**src/rtl/imem_pkg.sv**
```systemverilog
// Shared constants and the address check used by both the fetch path and the
// program-load path of the instruction memory.
package imem_pkg;

    localparam int INSTR_W        = 32;
    localparam int FAULT_W        = 2;
    localparam int FAULT_MISALIGN = 0;
    localparam int FAULT_RANGE    = 1;
    localparam int ADDR_MAX_W     = 128;

    // Callers zero-extend their address to ADDR_MAX_W so no high bit is ever
    // dropped before the range compare.
    function automatic logic [FAULT_W-1:0] addr_fault(
        input logic [ADDR_MAX_W-1:0] addr,
        input int unsigned           depth_bytes
    );
        logic [FAULT_W-1:0] f;
        f                 = {FAULT_W{1'b0}};
        f[FAULT_MISALIGN] = (addr[1:0] != 2'b00);
        f[FAULT_RANGE]    = (addr > ADDR_MAX_W'(depth_bytes - 32'd4));
        return f;
    endfunction

endpackage

```
**src/rtl/imem_fetch_port_if.sv**
```systemverilog
// Fetch request/response handshake and program-load signals of the
// instruction memory, grouped so the fetch stage and memory share one bundle.
interface imem_fetch_port_if #(
    parameter int ADDR_W = 64
);
    import imem_pkg::*;

    logic               req_valid;
    logic               req_ready;
    logic [ADDR_W-1:0]  req_addr;
    logic               rsp_valid;
    logic               rsp_ready;
    logic [INSTR_W-1:0] rsp_instr;
    logic [FAULT_W-1:0] rsp_fault;
    logic               ld_en;
    logic [ADDR_W-1:0]  ld_addr;
    logic [INSTR_W-1:0] ld_data;
    logic               ld_err;

    modport master (
        output req_valid, req_addr, rsp_ready, ld_en, ld_addr, ld_data,
        input  req_ready, rsp_valid, rsp_instr, rsp_fault, ld_err
    );

    modport slave (
        input  req_valid, req_addr, rsp_ready, ld_en, ld_addr, ld_data,
        output req_ready, rsp_valid, rsp_instr, rsp_fault, ld_err
    );

endinterface

```
**src/rtl/imem_byte_array.sv**
```systemverilog
// Byte-organised program storage with one aligned big-endian word write port
// and one asynchronous big-endian word read port. Contents are never reset.
module imem_byte_array
    import imem_pkg::*;
#(
    parameter int DEPTH_BYTES = 64,
    parameter int WIDX_W      = $clog2(DEPTH_BYTES / 4)
) (
    input  logic               i_clk,
    input  logic               i_we,
    input  logic [WIDX_W-1:0]  i_waddr_w,
    input  logic [INSTR_W-1:0] i_wdata,
    input  logic [WIDX_W-1:0]  i_raddr_w,
    output logic [INSTR_W-1:0] o_rdata
);

    logic [7:0] r_mem [DEPTH_BYTES];

    // Word write: byte at the lowest address takes the most significant byte.
    always_ff @(posedge i_clk) begin
        if (i_we) begin
            for (int k = 0; k < 4; k++) begin
                r_mem[{i_waddr_w, 2'(k)}] <= i_wdata[31 - 8*k -: 8];
            end
        end
    end

    assign o_rdata = {r_mem[{i_raddr_w, 2'd0}], r_mem[{i_raddr_w, 2'd1}],
                      r_mem[{i_raddr_w, 2'd2}], r_mem[{i_raddr_w, 2'd3}]};

endmodule

```
**src/rtl/imem_fetch_port.sv**
```systemverilog
// Clocked instruction memory: one-cycle fetch with valid/ready backpressure,
// runtime word loading, and misalign/out-of-range fault reporting.
module imem_fetch_port
    import imem_pkg::*;
#(
    parameter int ADDR_W      = 64,
    parameter int DEPTH_BYTES = 64
) (
    input  logic               i_clk,
    input  logic               i_rst_n,
    imem_fetch_port_if.slave   bus
);

    localparam int WIDX_W = $clog2(DEPTH_BYTES / 4);

    logic               w_req_ready;
    logic               w_accept;
    logic [FAULT_W-1:0] w_req_fault;
    logic [FAULT_W-1:0] w_ld_fault;
    logic               w_ld_ok;
    logic [INSTR_W-1:0] w_rdata;

    logic               r_rsp_valid;
    logic [INSTR_W-1:0] r_rsp_instr;
    logic [FAULT_W-1:0] r_rsp_fault;
    logic               r_ld_err;

    // A load owns the cycle, so fetch and load never touch storage together.
    assign w_req_ready = !bus.ld_en && (!r_rsp_valid || bus.rsp_ready);
    assign w_accept    = bus.req_valid && w_req_ready;
    assign w_req_fault = addr_fault(ADDR_MAX_W'(bus.req_addr), 32'(DEPTH_BYTES));
    assign w_ld_fault  = addr_fault(ADDR_MAX_W'(bus.ld_addr), 32'(DEPTH_BYTES));
    assign w_ld_ok     = bus.ld_en && (w_ld_fault == {FAULT_W{1'b0}});

    imem_byte_array #(
        .DEPTH_BYTES (DEPTH_BYTES),
        .WIDX_W      (WIDX_W)
    ) u_array (
        .i_clk     (i_clk),
        .i_we      (w_ld_ok),
        .i_waddr_w (bus.ld_addr[WIDX_W+1:2]),
        .i_wdata   (bus.ld_data),
        .i_raddr_w (bus.req_addr[WIDX_W+1:2]),
        .o_rdata   (w_rdata)
    );

    // Response register and load-reject pulse.
    always_ff @(posedge i_clk) begin
        if (!i_rst_n) begin
            r_rsp_valid <= 1'b0;
            r_rsp_instr <= {INSTR_W{1'b0}};
            r_rsp_fault <= {FAULT_W{1'b0}};
            r_ld_err    <= 1'b0;
        end else begin
            if (w_accept) begin
                r_rsp_valid <= 1'b1;
                r_rsp_fault <= w_req_fault;
                r_rsp_instr <= (w_req_fault == {FAULT_W{1'b0}}) ? w_rdata : {INSTR_W{1'b0}};
            end else if (bus.rsp_ready) begin
                r_rsp_valid <= 1'b0;
            end else begin
                r_rsp_valid <= r_rsp_valid;
            end
            r_ld_err <= bus.ld_en && !w_ld_ok;
        end
    end

    assign bus.req_ready = w_req_ready;
    assign bus.rsp_valid = r_rsp_valid;
    assign bus.rsp_instr = r_rsp_instr;
    assign bus.rsp_fault = r_rsp_fault;
    assign bus.ld_err    = r_ld_err;

endmodule

```
**src/flat_wrapper.sv**
```systemverilog
// flat-port wrapper written by rule: the top's interface ports become plain ports
module imem_fetch_port_flat import imem_pkg::*;
#(
    parameter int ADDR_W      = 64,
    parameter int DEPTH_BYTES = 64
)
  (i_clk, i_rst_n, bus_req_valid, bus_req_addr, bus_rsp_ready, bus_ld_en, bus_ld_addr, bus_ld_data, bus_req_ready, bus_rsp_valid, bus_rsp_instr, bus_rsp_fault, bus_ld_err);
  imem_fetch_port_if #(.ADDR_W(ADDR_W)) bus_i ();
  input  logic i_clk;
  input  logic i_rst_n;
  input wire logic [$bits(bus_i.req_valid)-1:0] bus_req_valid;
  input wire logic [$bits(bus_i.req_addr)-1:0] bus_req_addr;
  input wire logic [$bits(bus_i.rsp_ready)-1:0] bus_rsp_ready;
  input wire logic [$bits(bus_i.ld_en)-1:0] bus_ld_en;
  input wire logic [$bits(bus_i.ld_addr)-1:0] bus_ld_addr;
  input wire logic [$bits(bus_i.ld_data)-1:0] bus_ld_data;
  output wire logic [$bits(bus_i.req_ready)-1:0] bus_req_ready;
  output wire logic [$bits(bus_i.rsp_valid)-1:0] bus_rsp_valid;
  output wire logic [$bits(bus_i.rsp_instr)-1:0] bus_rsp_instr;
  output wire logic [$bits(bus_i.rsp_fault)-1:0] bus_rsp_fault;
  output wire logic [$bits(bus_i.ld_err)-1:0] bus_ld_err;
  assign bus_i.req_valid = bus_req_valid;
  assign bus_i.req_addr = bus_req_addr;
  assign bus_i.rsp_ready = bus_rsp_ready;
  assign bus_i.ld_en = bus_ld_en;
  assign bus_i.ld_addr = bus_ld_addr;
  assign bus_i.ld_data = bus_ld_data;
  assign bus_req_ready = bus_i.req_ready;
  assign bus_rsp_valid = bus_i.rsp_valid;
  assign bus_rsp_instr = bus_i.rsp_instr;
  assign bus_rsp_fault = bus_i.rsp_fault;
  assign bus_ld_err = bus_i.ld_err;
  imem_fetch_port #(.ADDR_W(ADDR_W), .DEPTH_BYTES(DEPTH_BYTES)) u_core (.i_clk(i_clk), .i_rst_n(i_rst_n), .bus(bus_i));
endmodule
```
**config.mk**
```make
export PLATFORM = sky130hd
export DESIGN_NAME = imem_fetch_port_flat
export DESIGN_NICKNAME = d
export VERILOG_FILES = /design/src/rtl/imem_pkg.sv /design/src/rtl/imem_fetch_port_if.sv /design/src/rtl/imem_byte_array.sv /design/src/rtl/imem_fetch_port.sv /design/src/flat_wrapper.sv
export SDC_FILE = /design/constraint.sdc
export NUM_CORES = 1
export LEC_CHECK = 0
export ABC_AREA = 1
export CAP_MARGIN = 30
export CORE_ASPECT_RATIO = 2
export CORE_UTILIZATION = 30
export DETAILED_ROUTE_END_ITERATION = 7
export GPL_TIMING_DRIVEN = 0
export PLACE_DENSITY_LB_ADDON = 0.08
export SETUP_SLACK_MARGIN = 0.15
export SLEW_MARGIN = 25
export SYNTH_ARGS = -nofsm -noshare
export SYNTH_HDL_FRONTEND = slang
export SYNTH_HIERARCHICAL = 1
export SYNTH_SLANG_ARGS = --single-unit
```
**constraint.sdc**
```tcl
create_clock -name i_clk -period 4.77 [get_ports i_clk]
set_clock_uncertainty 0.15 [all_clocks]
set_input_delay 0.7155 -clock i_clk [delete_from_list [all_inputs] [get_ports i_clk]]
set_output_delay 0.7155 -clock i_clk [all_outputs]
set_load 0.02 [all_outputs]
```
## Word-level counts from Yosys, hierarchy flattened

Memories as Yosys holds them, arrays and structs flattened.
Index checks and enable logic that the tools add are counted.

| word-level totals | value |
|---|---|
| register bits | 36 |
| RAM bits | 512 |
| output and inout bits | 37 |
| word-level logic and storage cells | 25 |
| memories kept | 1 |

Memories:

| name | depth | width | read ports | clocked after Yosys merged registers in | wr ports | line | text |
|---|---|---|---|---|---|---|---|
| u_core.u_array.r_mem | 64 | 8 | 4 | 0 | 4 | imem_byte_array.sv:17 | `logic [7:0] r_mem [DEPTH_BYTES];` |

| operators by class | value |
|---|---|
| $lt $le $gt $ge | 2 |
| multiplexer cells | 5 |
| reduce and logical (&&, ||, !) cells | 13 |

Operator list:

| kind | count |
|---|---|
| > comparator 64 x 6 -> 1 bit (second input constant) | 2 |
| 2-to-1 mux 32 bit | 1 |
| nonzero test 2 bit | 3 |
| logical AND 1 bit | 4 |
| zero test 2 bit | 2 |
| 2-to-1 mux 1 bit | 4 |
| zero test 1 bit | 3 |
| logical OR 1 bit | 1 |

## Depth between registers and ports, before layout

Gate-level depths: netlist of the first run.

| depth | value |
|---|---|
| depth in word-level cells | 5 |
| depth in mapped cells | 12 |
| depth with buffers taken out | 9 |

## Modules after synthesis

The synthesis of the first run kept the hierarchy.

Modules (own cells, without submodules):

| module | instances | cells each | area an instance (um^2) | seq. area each (um^2) |
|---|---|---|---|---|
| imem_byte_array | 1 | 2,088 | 22,089.9 | 15,374.7 |
| imem_fetch_port | 1 | 252 | 2,052.0 | 720.7 |

## Worst setup path after synthesis of the first run

OpenSTA, ideal clock, no wires.

| timing | value |
|---|---|
| path kind | in2reg |
| start | input bus_ld_addr[61] |
| end | memory u_core.u_array.r_mem[48][0], in the netlist u_core/u_array/r_mem[12][0] (enable) |
| library setup time | 421 ps |
| arrival time | 3,144 ps |
| data required time | 4,199 ps |
| slack | 1,055 ps |
| stages on the path | 9 |
| path buffers | 0 |
| path through | or2_2 > nor2_1 > and3_1 > nand4_1 > nor2_1 > nand2_1 > nor2_1 > nand3_1 > nor2_1 |

RTL lines:

| what | line | text |
|---|---|---|
| from (decl) | flat_wrapper.sv:15 | `input wire logic [$bits(bus_i.ld_addr)-1:0] bus_ld_addr;` |
| to (decl) | imem_byte_array.sv:17 |  |

==> flow_summary.json, run 1 <==
{
  "status": "finished, final reports clean",
  "grt_max_degree": 19,
  "cts_tree": "done",
  "antenna_left": 0,
  "final_max_slew_viol_count": 0,
  "htreeDepth": 2,
  "power_density_mw_per_mm2": 344.2,
  "power_switching_mw": 2.389,
  "ir_drop_uv": 231.3,
  "postCtsHoldBufs": 0,
  "syn_area_per_cell_um2": 10.32,
  "ys_ff_latch": 548,
  "die_area_mm2": 0.08168,
  "post_cts_buffers": 0,
  "root_buffer": "clkbuf_16",
  "min_path_type": "reg -> reg",
  "syn2layout_area_growth_pct": 24.92,
  "fill_cells": 7781,
  "post_cts_resized": 0,
  "cts_buffer_depth": 3,
  "io_buffers": 201,
  "slowest_stage": "nor2_4",
  "rows": 146,
  "post-dp-hpwl_mm": 61.02,
  "critical-path-max-stage-delay_ps": 540,
  "setup_tns_ps": 0,
  "sequentialPowerShare": 0.506,
  "max_clock_freq_mhz": 289.5,
  "synth.net_count": 2505,
  "drc_errors": 0,
  "gp_congestion": 0.7985,
  "fin_cells": 3710,
  "yosysUniqueCellTypes": 30,
  "start_kind": "input pin",
  "firstDrtPassIters": 5,
  "clockPowerShare": 0.418,
  "drtIter0Drc": 1041,
  "wire_per_inst_um": 22.66,
  "switching_share": 0.2302,
  "netlist_instances": 2340,
  "antenna_found_initial": 0,
  "dieHeight_um": 403.2,
  "cts_inserted_buffers": 52,
  "antenna_cells": 0,
  "ys_seq_area_frac": 0.6667,
  "path_cells": "clkdlybuf4s50_1 > nor4_1 > nand4_1 > nor2_1 > nand2_1 > nor2_1 > nand3b_1 > nor2_4 > buf_16 > buf_16",
  "post-route-period-util": 0.7240,
  "setup_viol": 0,
  "power.internal_mw": 7.991,
  "crit_type": "in -> reg",
  "grt_pass1_vias": 17171,
  "grt_usage": 0.2055,
  "nNetsFinal": 2795,
  "mostFrequentLayoutCell": "nand2_1",
  "io_pins": 202,
  "fp.coreArea_mm2": 0.07946,
  "worst_pin_slew_ps": 1057,
  "via_count": 17068,
  "wirelength_mm": 84.07,
  "synth_area_mm2": 0.02414,
  "grt_pass1_wl_mm": 119.0,
  "drv_cap": 0,
  "p_comb_frac": 0.076,
  "die_x_um": 202.6,
  "cp-end-kind": "register",
  "worstPathArrival_ps": 3590,
  "crit_fanout": 14,
  "clock_sinks": 548,
  "avgViaCountPerCell": 4.601,
  "synth_warnings": 6,
  "place_inst": 3612,
  "clk-insertion-delay-late_ps": 610,
  "p_leak_nw": 12.17,
  "slew_headroom": 0.2955,
  "drive_gt1_frac": 0.1096,
  "hold_viol_final": 0,
  "cp.required_ps": 4910,
  "critPathBufInv": 3,
  "cp_top_family": "simple AND/OR/NAND/NOR gates",
  "fin_crit_ps": 3454,
  "clk_pin_slew_worst_paths_ps": 60,
  "rsz0062_at_grt": "no",
  "grt-ovfl-total": 0,
  "final_cell_mix": "724 x nand2_1, 512 x edfxtp_1, 393 x inv_1",
  "start_util": 0.3038
}
[routing by layer]
metal / part of all wire / vias to the layer above / track usage
met2: 0.55 / 481 / 0.4013
met3: 0.038 / 161 / 0.02249
li1: - / 8163 / -
met1: 0.37 / 8263 / 0.2186
met5: 0 / - / 0
met4: 0.041 / 0 / 0.08719
[flip-flops by register name (all words and copies together) (netlist names)]
signal	cells
u_core/bus.ld_err	1
u_core/bus.rsp_valid	1
u_core/bus.rsp_instr	32
u_core/bus.rsp_fault	2
u_core/u_array/r_mem	512
[final cells by class]
type | count | area [um^2] | share of cell area
Tap cell | 1036 | 1296 | 0.04298
Clock inverter | 24 | 261.5 | 0.008671
Inverter | 396 | 1489 | 0.04937
Timing Repair Buffer | 236 | 2839 | 0.09414
Buffer | 117 | 815.8 | 0.02705
Clock buffer | 74 | 1498 | 0.04966
Multi-Input combinational cell | 1279 | 5863 | 0.1944
Sequential cell | 548 | 16100 | 0.5337
[per-stage QoR]
stage / hold WS, ps / cell area (um^2) / total power, mW / worst slack (ps) / utilization
after CTS: 322.4 / 30160 / 10.51 / 1314 / 0.3795
after global routing: 347.7 / 30160 / 10.70 / 1144 / 0.3795
after global placement: 311.9 / 27450 / 6.143 / -1852 / 0.3454
after floorplan: 392.7 / 24140 / 5.693 / 1055 / -
final: 316.0 / 30160 / 10.38 / 1316 / 0.3795
after detailed placement: 312.3 / 28400 / 6.159 / 694.5 / 0.3574
[tightest hold or removal path, delay by kind of cell (launching register included)]
family / cells / cell delay (ps)
AND/OR/NAND/NOR: 1 / 60
AO/OA/AOI/OAI: 1 / 50
flip-flops: 1 / 310
[power groups by stage]
| stage | clock [mW] | combinational [mW] | sequential, mW |
|---|---|---|---|
| 2_1_floorplan | 0 | 0.336 | 5.36 |
| 3_3_place_gp | 0 | 0.788 | 5.35 |
| 3_5_place_dp | 0 | 0.804 | 5.36 |
| 4_1_cts | 4.45 | 0.807 | 5.25 |
| 5_1_grt | 4.60 | 0.851 | 5.25 |
| 6_report | 4.34 | 0.792 | 5.25 |
[synthesized netlist by cell type]
master	instances	area (um^2)
a21oi_1	5	25.02
and3_1	1	6.260
edfxtp_1	512	15370
nor2_2	1	6.260
buf_4	7	52.55
o21ai_0	3	15.01
inv_4	1	6.260
and2_0	1	6.260
inv_2	2	7.510
nor3_4	1	16.27
or2_1	2	12.51
nand3_1	389	1947
nor4_1	9	56.30
nor2_8	1	20.02
inv_1	393	1475
buf_6	31	349.1
buf_2	41	205.2
nand2_2	2	12.51
buf_1	15	56.30
nand4_1	6	37.54
nand2_1	724	2718
or2_2	8	50.05
nor2_1	65	244.0
nor2_4	1	11.26
dfxtp_1	36	720.7
nand3b_1	2	15.01
clkbuf_1	19	71.32
buf_12	4	80.08
nand3_2	29	290.3
a21oi_2	29	254.0
[final timing paths]
path	slack, ps	start	cells past startpoint	to
max	1320	bus_ld_addr[21]	10	u_core/u_array/r_mem[11][21]$_DFFE_PP_
min	320	u_core/bus.rsp_instr[29]$_SDFFE_PN0P_	2	u_core/bus.rsp_instr[29]$_SDFFE_PN0P_
max reg2reg	2950	u_core/bus.rsp_valid$_SDFFE_PN0P_	7	u_core/bus.rsp_instr[21]$_SDFFE_PN0P_
min reg2reg	320	u_core/bus.rsp_instr[29]$_SDFFE_PN0P_	2	u_core/bus.rsp_instr[29]$_SDFFE_PN0P_
[cell families (layout without fill, tap and decap cells)]
group,count (synthesis),count (layout),share of synthesized area
DFF,548,548,0.6667
and+or+nand+nor,1242,1242,0.2257
AOI/OAI and AO/OA,37,37,0.01218
buffers and inverters,513,847,0.09541
Power figures use the tool's default switching activity.
==> inputs of run 2 (changes only) <==
==> constraint.sdc (replaced) <==
create_clock -name i_clk -period 3.1 [get_ports i_clk]
set_clock_uncertainty 0.15 [all_clocks]
set_input_delay 0.465 -clock i_clk [delete_from_list [all_inputs] [get_ports i_clk]]
set_output_delay 0.465 -clock i_clk [all_outputs]
set_load 0.02 [all_outputs]
==> flow_summary.json, run 2 (same netlist as run 1, synthesis figures left out) <==
{
  "status": "finished, final reports clean",
  "slew_headroom": 0.3889,
  "ir_drop_uv": 371.5,
  "hold_viol_final": 0,
  "drc_errors": 0,
  "start_util": 0.3038,
  "holdPathStages": 2,
  "final_cell_mix": "724 x nand2_1, 512 x edfxtp_1, 393 x inv_1",
  "grt-ovfl-total": 0,
  "holdWs_ps": 323.0,
  "top_register": "u_core/u_array/r_mem",
  "final_core_utilization": 0.3809,
  "power_density_mw_per_mm2": 524.9,
  "clock_sinks": 548,
  "crit_top_cell": "nor2_1",
  "clk_pin_slew_worst_paths_ps": 60,
  "drtIter0Drc": 1159,
  "fp.coreArea_mm2": 0.07946,
  "post-route-period-util": 0.9224,
  "fill_cells": 7756,
  "rsz0062_at_grt": "no",
  "cp_top_family": "simple AND/OR/NAND/NOR gates",
  "drive_gt1_frac": 0.1161,
  "antenna_found_initial": 0,
  "nNetsFinal": 2809,
  "cts_buffer_depth": 3,
  "critical-path-max-stage-delay_ps": 440,
  "mostFrequentLayoutCell": "nand2_1",
  "antenna_cells": 0,
  "place_area_mm2": 0.02842,
  "final_max_slew_viol_count": 0,
  "io_pins": 202,
  "rows": 146,
  "worstPathArrival_ps": 3030,
  "p_leak_nw": 12.24,
  "firstDrtPassIters": 5,
  "cts_inserted_buffers": 52,
  "die_x_um": 202.6,
  "start_kind": "input pin",
  "die_area_mm2": 0.08168,
  "setup_tns_ps": 0,
  "fin_crit_ps": 2859,
  "cp-end-kind": "register",
  "grt_pass1_wl_mm": 120.4,
  "crit_fanout": 15,
  "busiest_layer": "met2",
  "syn2layout_area_growth_pct": 25.39,
  "gp_congestion": 0.7987,
  "slowest_stage": "nor4_1",
  "crit_type": "in -> reg",
  "cts_tree": "done",
  "critPathBufInv": 2,
  "root_buffer": "clkbuf_16",
  "setup_viol": 0,
  "grt_pass1_vias": 17342,
  "fin_area_mm2": 0.03027,
  "drv_cap": 0,
  "wirelength_mm": 85.11,
  "min_path_type": "reg -> reg",
  "io_buffers": 201,
  "reg2reg_depth": 7,
  "wire_per_inst_um": 22.86,
  "place_inst": 3613,
  "cp.required_ps": 3270,
  "worst_pin_slew_ps": 916.6,
  "fin_cells": 3723,
  "grt_usage": 0.2082,
  "cp_num_cells": 9,
  "antenna_left": 0,
  "use_met2": 0.4027,
  "dieHeight_um": 403.2,
  "avgViaCountPerCell": 4.628,
  "gr-usage-met3": 0.02306,
  "via_count": 17230,
  "grt_max_degree": 18,
  "max_clock_freq_mhz": 349.7,
  "clk-insertion-delay-late_ps": 640,
  "path_cells": "clkdlybuf4s50_1 > nor4_1 > nand3_1 > nor2_1 > nand2_1 > nor2_1 > nand3b_1 > nor2_4 > buf_12",
  "grt_use_met1": 0.2252,
  "post-dp-hpwl_mm": 61.18,
  "htreeDepth": 2,
  "largest_register_ffs": 512
}
-- run 2: layout make-up --
type	instances	area [um^2]	share of cell area
clock inverters	31	264.0	0.008721
inverters	396	1489	0.04919
plain buffers	117	815.8	0.02695
clock buffers	66	1456	0.04811
well taps	1036	1296	0.04282
flip-flops and latches	548	16100	0.5317
repair buffers	250	2985	0.09862
multi-input cells	1279	5869	0.1939
-- run 2: what timing repair did --
item                                    in CTS  in global routing
pin swaps                                    5                  1
endpoints found under the setup margin      79                188
resized for setup                            0                  1
hold endpoints to repair                     0                  0
hold buffers                                 0                  0
cloned                                       0                  0
setup buffers                               10                  2
-- run 2: power breakdown --
part           total [mW]  internal (mW)  leakage, nW  switching, mW
logic                1.22          0.427         6.49          0.796
clock network        6.59           3.66        0.864           2.93
registers            8.08           8.08         4.89        0.00136
-- run 2: path summary, 6_finish.rpt --
check,from,end,slack (ps)
setup / recovery,bus_ld_addr[9],u_core/u_array/r_mem[9][21]$_DFFE_PP_,240
hold / removal,u_core/bus.rsp_instr[31]$_SDFFE_PN0P_,u_core/bus.rsp_instr[31]$_SDFFE_PN0P_,320
setup reg to reg,u_core/bus.rsp_valid$_SDFFE_PN0P_,u_core/bus.rsp_instr[24]$_SDFFE_PN0P_,1220
hold reg to reg,u_core/bus.rsp_instr[31]$_SDFFE_PN0P_,u_core/bus.rsp_instr[31]$_SDFFE_PN0P_,320
-- run 2: worst reg2reg max path, delay by kind of cell (launching register included) --
kind	cells	cell delay [ps]
simple gates	4	430
buf+inv	2	750
compound gates	1	170
flops	1	320
-- run 2: layer usage --
metal  up-vias  wire length, um
met5         -                0
met4         0             3469
met2       482            46830
li1       8198                -
met1      8388            31720
met3       162             3095
-- run 2: metrics by stage --
step	power, mW	setup slack, ps
finish	15.89	240.5
detailed placement	9.473	-739.7
global placement	9.451	-3145
global route	16.37	138.3
CTS	16.09	161.9
floorplan	8.761	-364.7
